**src/rtl/fetch_pkg.sv**
```systemverilog
// Shared types and constants for the instruction-fetch program-counter unit.
package fetch_pkg;

  typedef enum logic [1:0] {
    S_IDLE = 2'd0,
    S_REQ  = 2'd1,
    S_WAIT = 2'd2,
    S_HOLD = 2'd3
  } fetch_state_t;

  localparam int          PC_STEP          = 4;
  localparam logic [63:0] DEFAULT_RESET_PC = 64'h0;

endpackage

```
**src/rtl/fetch_pc_unit.sv**
```systemverilog
// Program counter and single-outstanding instruction-fetch sequencer. The PC+4 adder
// lives outside this block: o_pc feeds it and i_pc_plus4 returns the sequential PC.
//
// Handshakes: a transfer happens on a rising clock edge where valid and ready are both
// high. A source holds valid until the transfer, except that a redirect may retarget an
// unaccepted imem request and drops an instruction waiting for decode. i_rsp_valid is a
// one-cycle pulse with no ready; it is only legal while a request is outstanding.
module fetch_pc_unit
  import fetch_pkg::*;
#(
  parameter int                    ADDR_WIDTH  = 64,
  parameter int                    INSTR_WIDTH = 32,
  parameter logic [ADDR_WIDTH-1:0] RESET_PC    = ADDR_WIDTH'(DEFAULT_RESET_PC)
) (
  input  logic                   i_clk,
  input  logic                   i_arst,
  output logic [ADDR_WIDTH-1:0]  o_pc,
  input  logic [ADDR_WIDTH-1:0]  i_pc_plus4,
  input  logic                   i_redirect,
  input  logic [ADDR_WIDTH-1:0]  i_redirect_target,
  output logic                   o_req_valid,
  input  logic                   i_req_ready,
  output logic [ADDR_WIDTH-1:0]  o_req_addr,
  input  logic                   i_rsp_valid,
  input  logic [INSTR_WIDTH-1:0] i_rsp_instr,
  output logic                   o_instr_valid,
  input  logic                   i_dec_ready,
  output logic [INSTR_WIDTH-1:0] o_instr,
  output logic [ADDR_WIDTH-1:0]  o_instr_pc,
  output logic                   o_misaligned,
  output logic [1:0]             o_dbg_state
);

  fetch_state_t           state, state_d;
  logic [ADDR_WIDTH-1:0]  pc_q, pc_d;
  logic                   kill_q, kill_d;
  logic [INSTR_WIDTH-1:0] instr_q;
  logic [ADDR_WIDTH-1:0]  instr_pc_q;
  logic                   misaligned_q;
  logic                   capture;
  logic                   redirect_ok;
  logic                   redirect_bad;

  assign redirect_ok  = i_redirect && (i_redirect_target[1:0] == 2'b00);
  assign redirect_bad = i_redirect && (i_redirect_target[1:0] != 2'b00);

  assign o_pc          = pc_q;
  assign o_req_addr    = pc_q;
  assign o_req_valid   = (state == S_REQ);
  // A redirect in the same cycle must stop decode from taking a wrong-path word.
  assign o_instr_valid = (state == S_HOLD) && !redirect_ok;
  assign o_instr       = instr_q;
  assign o_instr_pc    = instr_pc_q;
  assign o_misaligned  = misaligned_q;
  assign o_dbg_state   = state;

  always_comb begin
    state_d = state;
    pc_d    = pc_q;
    kill_d  = kill_q;
    capture = 1'b0;
    unique case (state)
      S_IDLE: begin
        state_d = S_REQ;
        if (redirect_ok) pc_d = i_redirect_target;
      end
      S_REQ: begin
        if (i_req_ready) state_d = S_WAIT;
        if (redirect_ok) begin
          pc_d = i_redirect_target;
          // The accepted request carried the old PC, so its response must be discarded.
          if (i_req_ready) kill_d = 1'b1;
        end
      end
      S_WAIT: begin
        if (redirect_ok) begin
          pc_d = i_redirect_target;
          if (i_rsp_valid) begin
            kill_d  = 1'b0;
            state_d = S_REQ;
          end else begin
            kill_d = 1'b1;
          end
        end else if (i_rsp_valid) begin
          if (kill_q) begin
            kill_d  = 1'b0;
            state_d = S_REQ;
          end else begin
            capture = 1'b1;
            state_d = S_HOLD;
          end
        end
      end
      S_HOLD: begin
        if (redirect_ok) begin
          pc_d    = i_redirect_target;
          state_d = S_REQ;
        end else if (i_dec_ready) begin
          pc_d    = i_pc_plus4;
          state_d = S_REQ;
        end
      end
      default: state_d = S_IDLE;
    endcase
  end

  always_ff @(posedge i_clk or posedge i_arst) begin
    if (i_arst) begin
      state        <= S_IDLE;
      pc_q         <= RESET_PC;
      kill_q       <= 1'b0;
      instr_q      <= '0;
      instr_pc_q   <= '0;
      misaligned_q <= 1'b0;
    end else begin
      state        <= state_d;
      pc_q         <= pc_d;
      kill_q       <= kill_d;
      misaligned_q <= redirect_bad;
      if (capture) begin
        instr_q    <= i_rsp_instr;
        instr_pc_q <= pc_q;
      end
    end
  end

  // Only one request may be outstanding, so a response outside S_WAIT is an imem bug.
  a_rsp_only_in_wait: assert property (@(posedge i_clk) disable iff (i_arst)
    i_rsp_valid |-> (state == S_WAIT));

  a_adder_step: assert property (@(posedge i_clk) disable iff (i_arst)
    (state == S_HOLD && i_dec_ready && !redirect_ok) |->
      (i_pc_plus4 == pc_q + ADDR_WIDTH'(PC_STEP)));

endmodule

```
**config.mk**
```make
export PLATFORM = sky130hd
export DESIGN_NAME = fetch_pc_unit
export DESIGN_NICKNAME = d
export VERILOG_FILES = /design/src/rtl/fetch_pkg.sv /design/src/rtl/fetch_pc_unit.sv
export SDC_FILE = /design/constraint.sdc
export NUM_CORES = 1
export LEC_CHECK = 0
export ABC_AREA = 0
export CORE_AREA = 3 3 150 152
export DETAILED_ROUTE_END_ITERATION = 10
export DIE_AREA = 0 0 153 155
export PLACE_DENSITY = 0.74
export SLEW_MARGIN = 25
export SYNTH_ARGS = -nofsm -noshare
export SYNTH_HDL_FRONTEND = slang
export SYNTH_SLANG_ARGS = --single-unit
```
**constraint.sdc**
```tcl
create_clock -name i_clk -period 9.48 [get_ports i_clk]
set_input_delay 1.896 -clock i_clk [delete_from_list [all_inputs] [get_ports i_clk]]
set_output_delay 1.896 -clock i_clk [all_outputs]
set_load 0.02 [all_outputs]
```
==> impl_metrics.csv, run 1 <==
group,metric,value,unit
status,status,"complete, no violations",
finish,fin_nets,1140,
sta,fin_worst_skew,0.0126,ns
detailed_routing,drc,0,
clocking,postCtsSetupBuffers,0,
hold_path,hold_depth,1,
power,p_sw_share,39.5,%
detailed_routing,wirelength,26200,um
sta,min_period,5.52,ns
detailed_routing,first_pass_iters,5,
place,io_buffers,394,
synth,synth_area,0.00785,sq mm
sta,period_share,58.2,%
sta,fmax,0.181,GHz
synth,synth-edff-count,0,
sta,setup_tns,0,ns
global_routing,busiest_layer,"met2",
finish,area_growth,54.7,%
synth,ys_types,30,
die,core.rowCount,53,
die,start_util,37.1,%
finish,final_cells,1257,
synth,synth_seq_cells,164,
power,p_int,2570,uW
finish,diodes,0,
global_routing,antenna_found_initial,1,
sta,worstMarginPinSlew,0.849,ns
clocking,worstSkewPairLatency,0.42,ns
place,gp_congestion,0.797,
clocking,post_cts_resized,0,
die,die_x,153,um
power,leakage,0.00503,uW
synth,yosysSeqAreaShare,52.3,%
synth,synth_top_area_share,52.3,%
synth,yosys_warnings,0,
die,core,0.0212,sq mm
flow_run,max_cap_violations,0,
finish,drive_gt1_share,11.1,%
setup_path,path_class,"input port to output pin",
global_routing,overflow,0,
detailed_routing,ant_nets,0,
setup_path,crit_required,7.58,ns
setup_path,critical_path.max_fanout,4,
synth,ys.flop_type,"dfrtp_1",
global_routing,use_met1,26.6,%
global_routing,use_met3,5.76,%
global_routing,grt_usage,21.4,%
global_routing,grt_pass1_vias,6631,
synth,synth.area.top_cells,"dfrtp_1, mux2_2, o22a_1",
global_routing,grt_max_degree,89,
die,die_area,0.0237,sq mm
power,p_sw,1680,uW
finish,final_cell_mix,"clkdlybuf4s50_1, dfrtp_1, nand2_1",
clocking,cts_tree,"yes",
clocking,cts_root_buf,"clkbuf_16",
synth,synthCells,669,
hold_path,hold_class,"flip-flop to flip-flop",
sta,setup_viol,0,
power,powerDensity,350,mW/mm^2
synth,syn_nets,840,
setup_path,end_kind,"output pin",
clocking,htree_levels,4,
clocking,cts_hold_buf,0,
clocking,clk_pin_slew_worst_paths,0.06,ns
die,die_h,155,um
sta,hold_violations,0,
place,dp.cells,1225,
synth,avgSynthCellArea,11.7,sq um
global_routing,grt_pass1_wl,39800,um
setup_path,crit_arrival,3.62,ns
detailed_routing,drt_iter0_markers,235,
finish,layout_commonest_cell,"clkdlybuf4s50_1",
synth,yosysTopAreaCell,"dfrtp_1",
power,peakVddDrop,197,uV
detailed_routing,routedWlPerCell,20.8,um
sta,slew_violations,0,
setup_path,cp-start-kind,"input port",
clocking,clockBufferDepth,2,
setup_path,ff2ff_path_depth,5,
global_routing,grtUsageMet2,36.9,%
place,hpwl,18400,um
clocking,clkSinkCount,164,
sta,hold_slack,0.484,ns
power,power_frac_seq,30.1,%
power,clock_power_share,18.0,%
clocking,cts_buffers,17,
detailed_routing,via_per_inst,5.17,
synth,async_flop_share,100,%
power,comb_power_share,51.9,%
detailed_routing,vias,6496,
finish,post-route-util,57.4,%
sta,slew_headroom,43.4,%
sta,rsz0062_at_grt,"false",
die,io_pins,395,
==> per-stage QoR <==
| step | power [uW] | worst slack, ns | cell area, sq um |
|---|---|---|---|
| 6_report | 4250 | 3.96 | 12100 |
| 4_1_cts | 4300 | 3.96 | 12100 |
| 5_1_grt | 4460 | 3.92 | 12100 |
| 2_1_floorplan | 2500 | 3.15 | 7850 |
| 3_5_place_dp | 3520 | 3.97 | 11500 |
| 3_3_place_gp | 3480 | 4.00 | 11500 |
==> path summary, 6_finish.rpt <==
kind,from,to,slack [ns]
min in group asynchronous,i_arst,o_instr_pc[36],2.01
worst min-delay path,o_instr_pc[47],o_instr_pc[47],0.48
max in group asynchronous,i_arst,o_pc[5],6.28
worst max-delay path,i_redirect_target[0],o_instr_valid,3.96
worst max register to register,o_dbg_state[0],o_pc[0],6.40
worst min register to register,o_instr_pc[47],o_instr_pc[47],0.48
==> registers in the layout, summed over array words and instances (netlist names) <==
| name | count |
|---|---|
| o_pc | 64 |
| kill_q | 1 |
| o_dbg_state | 2 |
| o_instr_pc | 64 |
| o_misaligned | 1 |
| o_instr | 32 |
==> power by group through the flow <==
stage | Sequential [uW] | Clock (uW) | Combinational [uW]
2_1_floorplan | 1600 | 0 | 901
4_1_cts | 1290 | 784 | 2230
5_1_grt | 1330 | 814 | 2320
3_3_place_gp | 1280 | 0 | 2200
3_5_place_dp | 1300 | 0 | 2220
6_report | 1280 | 764 | 2210
==> routing by layer <==
metal  wire (um)  vias up
li1            -     2960
met1       10600     3201
met2       13200      296
met3        1900       37
met4         465        2
met5          12        -
==> cell families (layout without fill, tap and decap cells) <==
kind of cell	count (synthesis)	after routing	synth area share (%)
compound gates	195	195	18.6
fa+ha+maj	5	5	0.797
buf+inv	131	444	9.98
flops	164	164	52.3
mux	100	100	14.3
simple gates	74	74	4.02
==> critical path, cell delays in order <==
cell and delay (ns):
clkdlybuf4s50_1 0.51, or3b_2 0.51, and2_1 0.17, clkdlybuf4s50_1 0.53
==> synthesized netlist by cell type (2+ instances only) <==
cell	n
a31oi_1	62
clkbuf_1	33
nand2b_1	3
nand2_1	65
buf_1	7
mux2_1	40
a21boi_0	62
mux2_2	59
o22ai_1	2
inv_1	8
ha_1	5
o22a_1	62
buf_2	14
buf_6	4
buf_4	65
dfrtp_1	164
==> layout make-up <==
| class | count | area [sq um] |
|---|---|---|
| sequential | 164 | 4100 |
| tap | 275 | 344 |
| fill | 1815 | 9010 |
| clock inverter | 14 | 215 |
| timing repair buffer | 404 | 4020 |
| clock buffer | 18 | 439 |
| inverter | 8 | 35.0 |
| multi-input combinational | 374 | 2990 |
Power figures use the tool's default switching activity.
==> run 2, diff against run 1 <==
CORE_AREA = 3 3 151 153   (was 3 3 150 152)
DIE_AREA = 0 0 154 156   (was 0 0 153 155)
PLACE_DENSITY = 0.73   (was 0.74)
clock period = 5.7 ns   (was 9.48 ns; I/O delays follow)
==> run 2 against run 1 <==
  * Clock skew is 0.0024 ns higher
  * Worst hold slack hardly changed
  * Register-to-register slack worse by 3.1 ns
  * Non-clock buffer count stayed put
  * Critical endpoint unchanged
  * Largest power group unchanged
==> impl_metrics.csv, run 2 (same netlist as run 1, synthesis figures left out) <==
group,metric,value,unit
status,status,"complete, no violations",
clocking,clockBufferDepth,2,
detailed_routing,via_per_inst,5.17,
finish,multi_input_area,0.00299,sq mm
die,die_area,0.0240,sq mm
hold_path,holdPathEnd,"o_instr_pc[50]",
finish,drive_gt1_share,11.1,%
die,io_pins,395,
die,start_util,36.2,%
setup_path,r2r_end,"o_dbg_state[1]",
hold_path,hold_depth,1,
clocking,htree_levels,4,
clocking,cts_buffers,17,
hold_path,hold_class,"flip-flop to flip-flop",
global_routing,grt_pass1_vias,6791,
setup_path,worst-path-buf-inv,3,
finish,area_growth,54.0,%
sta,slew_violations,0,
clocking,postCtsSetupBuffers,0,
global_routing,antenna_found_initial,0,
global_routing,busiest_layer,"met2",
setup_path,cp_slowest_cell,"clkdlybuf4s50_1",
global_routing,overflow,0,
detailed_routing,first_pass_iters,4,
power,p_sw_share,40.5,%
clocking,cts_hold_buf,0,
finish,layout_commonest_cell,"clkdlybuf4s50_1",
finish,final_cells,1262,
setup_path,cpMostUsedCell,"clkdlybuf4s50_1",
setup_path,ff2ff_setup_slack,3.26,ns
clocking,cts_tree,"yes",
global_routing,grtUsageMet2,35.4,%
sta,fin_worst_skew,0.0149,ns
finish,seqCellArea,0.00410,sq mm
sta,hold_slack,0.485,ns
clocking,worstSkewPairLatency,0.43,ns
power,clock_power_share,16.5,%
place,io_buffers,394,
sta,hold_violations,0,
detailed_routing,drt_iter0_markers,276,
power,powerDensity,572,mW/mm^2
setup_path,critical_path.max_fanout,64,
setup_path,ff2ff_path_depth,5,
hold_path,hp-start,"o_instr_pc[50]",
setup_path,cp_top_family,"buffers and inverters",
detailed_routing,drc,0,
detailed_routing,routedWlPerCell,20.3,um
power,leakage,0.00500,uW
detailed_routing,wirelength,25600,um
setup_path,r2r_start,"o_dbg_state[0]",
global_routing,use_met1,26.4,%
die,die_h,156,um
sta,rsz0062_at_grt,"false",
setup_path,path_class,"input port to output pin",
place,dp.cells,1230,
place,gp_congestion,0.773,
finish,diodes,0,
place,hpwl,17900,um
sta,fmax,0.226,GHz
setup_path,crit_required,4.56,ns
detailed_routing,ant_nets,0,
setup_path,end_kind,"output pin",
setup_path,slowest_delay,0.53,ns
power,power_frac_seq,30.8,%
clocking,cts_root_buf,"clkbuf_16",
sta,setup_tns,0,ns
finish,final_cell_mix,"clkdlybuf4s50_1, dfrtp_1, nand2_1",
die,core,0.0217,sq mm
power,p_int,4110,uW
power,p_sw,2800,uW
finish,fin_nets,1140,
clocking,clk_pin_slew_worst_paths,0.07,ns
sta,setup_viol,0,
flow_run,max_cap_violations,0,
sta,period_share,77.5,%
detailed_routing,vias,6519,
power,peakVddDrop,317,uV
sta,worstMarginPinSlew,0.857,ns
power,comb_power_share,52.7,%
die,core.rowCount,54,
setup_path,crit_arrival,3.28,ns
die,die_x,154,um
clocking,clkSinkCount,164,
global_routing,grt_max_degree,90,
clocking,post_cts_resized,0,
global_routing,grt_pass1_wl,39600,um
global_routing,use_met3,5.21,%
sta,min_period,4.42,ns
sta,slew_headroom,42.9,%
setup_path,worstPathCellList,"clkdlybuf4s50_1, or3b_2, buf_4, and2_1, clkdlybuf4s50_1",
finish,num-fill-cells,1880,
global_routing,grt_usage,20.8,%
setup_path,cp-start-kind,"input port",
==> run 2: how the worst max path moves through the flow <==
stage | start | endpoint | slack [ns] | cells after the start
floorplan | i_arst | kill_q | 0.13 | 1
global placement | i_redirect_target[0] | o_instr_valid | 1.30 | 5
detailed placement | i_redirect_target[0] | o_instr_valid | 1.30 | 5
CTS | i_redirect_target[0] | o_instr_valid | 1.29 | 5
global route | i_redirect_target[0] | o_instr_valid | 1.22 | 5
finish | i_redirect_target[0] | o_instr_valid | 1.28 | 5
==> run 2: metal layers <==
layer  wire, um  vias to the layer above
met2      12800                      299
met5          0                        -
met4        482                        0
met3       1760                       33
met1      10500                     3236
li1           -                     2951
==> run 2: worst register-to-register path: stages, from the launching register on <==
cell and delay (ns):
dfrtp_1 0.51, ha_4 0.48, nand2b_2 0.14, buf_4 0.38
o221ai_1 0.45, mux2_2 0.38
==> run 2: cell type report <==
class                   count  area share, %
well taps                 280           2.90
multi-input cells         374           24.7
flip-flops and latches    164           33.9
clock inverters            14           1.17
repair buffers            404           33.3
inverters                   8          0.290
clock buffers              18           3.63
==> run 2: power groups by stage <==
stage	clock, uW	sequential (uW)	combinational, uW
final	1140	2130	3640
after global routing	1220	2210	3840
after CTS	1170	2130	3680
after detailed placement	0	2150	3670
after global placement	0	2130	3630
after floorplan	0	2660	1500
==> run 2: per-stage QoR <==
| step | setup slack, ns | power, uW | cell area (sq um) | utilization [%] |
|---|---|---|---|---|
| after floorplan | 0.127 | 4160 | 7850 | - |
| after global placement | 1.30 | 5750 | 11500 | 53.1 |
| after detailed placement | 1.30 | 5820 | 11500 | 53.1 |
| after CTS | 1.29 | 6990 | 12100 | 55.7 |
| after global routing | 1.22 | 7280 | 12100 | 55.7 |
| final | 1.28 | 6910 | 12100 | 55.7 |
==> run 3, diff against run 2 <==
CORE_AREA = 3 3 155 157   (was 3 3 151 153)
DIE_AREA = 0 0 158 160   (was 0 0 154 156)
clock period = 3.72 ns   (was 5.7 ns; I/O delays follow)
==> run 3 against run 2 <==
  * Final area is 0.81% higher
  * First-iteration DRC count is 1.4% higher
  * Via count is 1.4% lower
  * Total power is 55% higher
  * Die area is 5.2% higher
  * Clock power is 60% higher
  * Critical path depth is 1 lower
  * Core utilization is 1.9 points lower
  * Final cell count is 0.71% higher
  * Wire length is 1.8% higher
  * Largest cell class unchanged
==> impl_metrics.csv, run 3 (same netlist as run 1, synthesis figures left out) <==
group,metric,value,unit
die,die_area,0.0253,sq mm
sta,worstMarginPinSlew,0.969,ns
setup_path,critical_path.max_fanout,4,
finish,layout_commonest_cell,"clkdlybuf4s50_1",
detailed_routing,drc,0,
setup_path,crit_arrival,2.45,ns
detailed_routing,drt_iter0_markers,280,
setup_path,worst-path-buf-inv,2,
setup_path,slowest_delay,0.53,ns
clocking,cts_buffers,17,
clocking,cts_tree,"yes",
clocking,clockBufferDepth,2,
detailed_routing,wl_met1,10900,um
die,io_pins,395,
setup_path,cp_slowest_cell,"clkdlybuf4s50_1",
sta,rsz0062_at_grt,"false",
die,core,0.0226,sq mm
die,start_util,34.7,%
die,die_h,160,um
sta,period_share,85.9,%
clocking,postCtsSetupBuffers,0,
detailed_routing,dr.max_layer_used,"met4",
detailed_routing,route.met3.wl,1710,um
setup_path,cp-start-kind,"input port",
detailed_routing,via_per_inst,5.06,
setup_path,cp_top_family,"buffers and inverters",
power,comb_power_share,52.5,%
global_routing,antenna_found_initial,0,
sta,setup_tns,0,ns
clocking,cts_hold_buf,0,
detailed_routing,first_pass_iters,5,
finish,final_cells,1271,
finish,fin_nets,1144,
power,powerDensity,877,mW/mm^2
setup_path,ff2ff_setup_slack,1.36,ns
finish,drive_gt1_share,11.5,%
finish,diodes,0,
power,p_int,6430,uW
global_routing,overflow,0,
finish,area_growth,55.2,%
die,core.rowCount,55,
sta,hold_violations,0,
place,gp_congestion,0.784,
sta,fmax,0.313,GHz
detailed_routing,wl_met2,13100,um
finish,final_cell_mix,"clkdlybuf4s50_1, dfrtp_1, nand2_1",
detailed_routing,wirelength,26000,um
clocking,post_cts_resized,0,
power,clock_power_share,17.0,%
sta,hold_slack,0.484,ns
hold_path,hold_class,"flip-flop to flip-flop",
clocking,worstSkewPairLatency,0.42,ns
sta,min_period,3.20,ns
power,p_sw_share,39.8,%
detailed_routing,routedWlPerCell,20.5,um
setup_path,path_class,"input port to output pin",
setup_path,worstPathCellList,"clkdlybuf4s50_1, or3b_2, and2_1, clkdlybuf4s50_1",
status,status,"complete, no violations",
detailed_routing,ant_nets,0,
global_routing,grt_usage,20.1,%
finish,post-route-util,53.8,%
place,placed_area,0.0116,sq mm
setup_path,end_kind,"output pin",
power,peakVddDrop,454,uV
global_routing,grt_pass1_wl,39500,um
finish,num-fill-cells,1955,
sta,slew_headroom,35.4,%
clocking,clkSinkCount,164,
finish,fin_area,0.0122,sq mm
power,leakage,0.00504,uW
clocking,cts_root_buf,"clkbuf_16",
setup_path,cpMostUsedCell,"clkdlybuf4s50_1",
clocking,htree_levels,4,
place,hpwl,18300,um
detailed_routing,vias,6430,
global_routing,grt_pass1_vias,6507,
place,io_buffers,394,
sta,setup_viol,0,
power,power_frac_seq,30.5,%
clocking,clk_pin_slew_worst_paths,0.06,ns
global_routing,grt_max_degree,104,
power,p_sw,4250,uW
place,dp.cells,1239,
sta,fin_worst_skew,0.00987,ns
die,die_x,158,um
setup_path,crit_required,2.98,ns
flow_run,max_cap_violations,0,
sta,slew_violations,0,
[run 3: changes by cell type in the layout (fill, tap and decap cells not counted), sizes merged]
cell | previous run | this run
bufinv | 0 | 2
buf | 10 | 14
inv | 16 | 13
clkinvlp | 2 | 3
[run 3: worst paths after layout]
kind / depth (start not counted) / to / from
worst max-delay path: 4 / o_instr_valid / i_redirect_target[0]
worst min-delay path: 1 / o_instr_pc[51] / o_instr_pc[51]
worst min register to register: 1 / o_instr_pc[51] / o_instr_pc[51]
min in group asynchronous: 2 / o_instr[23] / i_arst
worst max register to register: 5 / o_pc[27] / o_dbg_state[0]
max in group asynchronous: 3 / o_instr_pc[36] / i_arst
[run 3: layer usage]
metal | GRT usage [%] | up-vias
met2 | 34.2 | 255
met1 | 26.0 | 3186
met4 | 4.50 | 0
met5 | 0 | -
li1 | - | 2969
met3 | 4.74 | 20
[run 3: layout make-up]
class                      instances  area [sq um]  share of cell area [%]
clock buffer                      18           439                    3.60
clock inverter                    14           166                    1.37
inverter                           8          33.8                   0.277
multi-input combinational        374          2990                    24.5
sequential                       164          4100                    33.7
tap                              285           357                    2.93
timing repair buffer             408          4100                    33.6
[run 3: power by group through the flow]
stage               Sequential [uW]  Clock (uW)  Combinational, uW
global placement               3260           0               5580
CTS                            3270        1870               5670
finish                         3260        1820               5610
detailed placement             3300           0               5650
global route                   3380        1950               5930
floorplan                      4080           0               2300
[run 3: stage by stage]
stage | total power (uW) | setup slack [ns]
2_1_floorplan | 6380 | 0.891
3_3_place_gp | 8850 | 0.543
3_5_place_dp | 8950 | 0.532
4_1_cts | 10800 | 0.524
5_1_grt | 11300 | 0.475
6_report | 10700 | 0.524
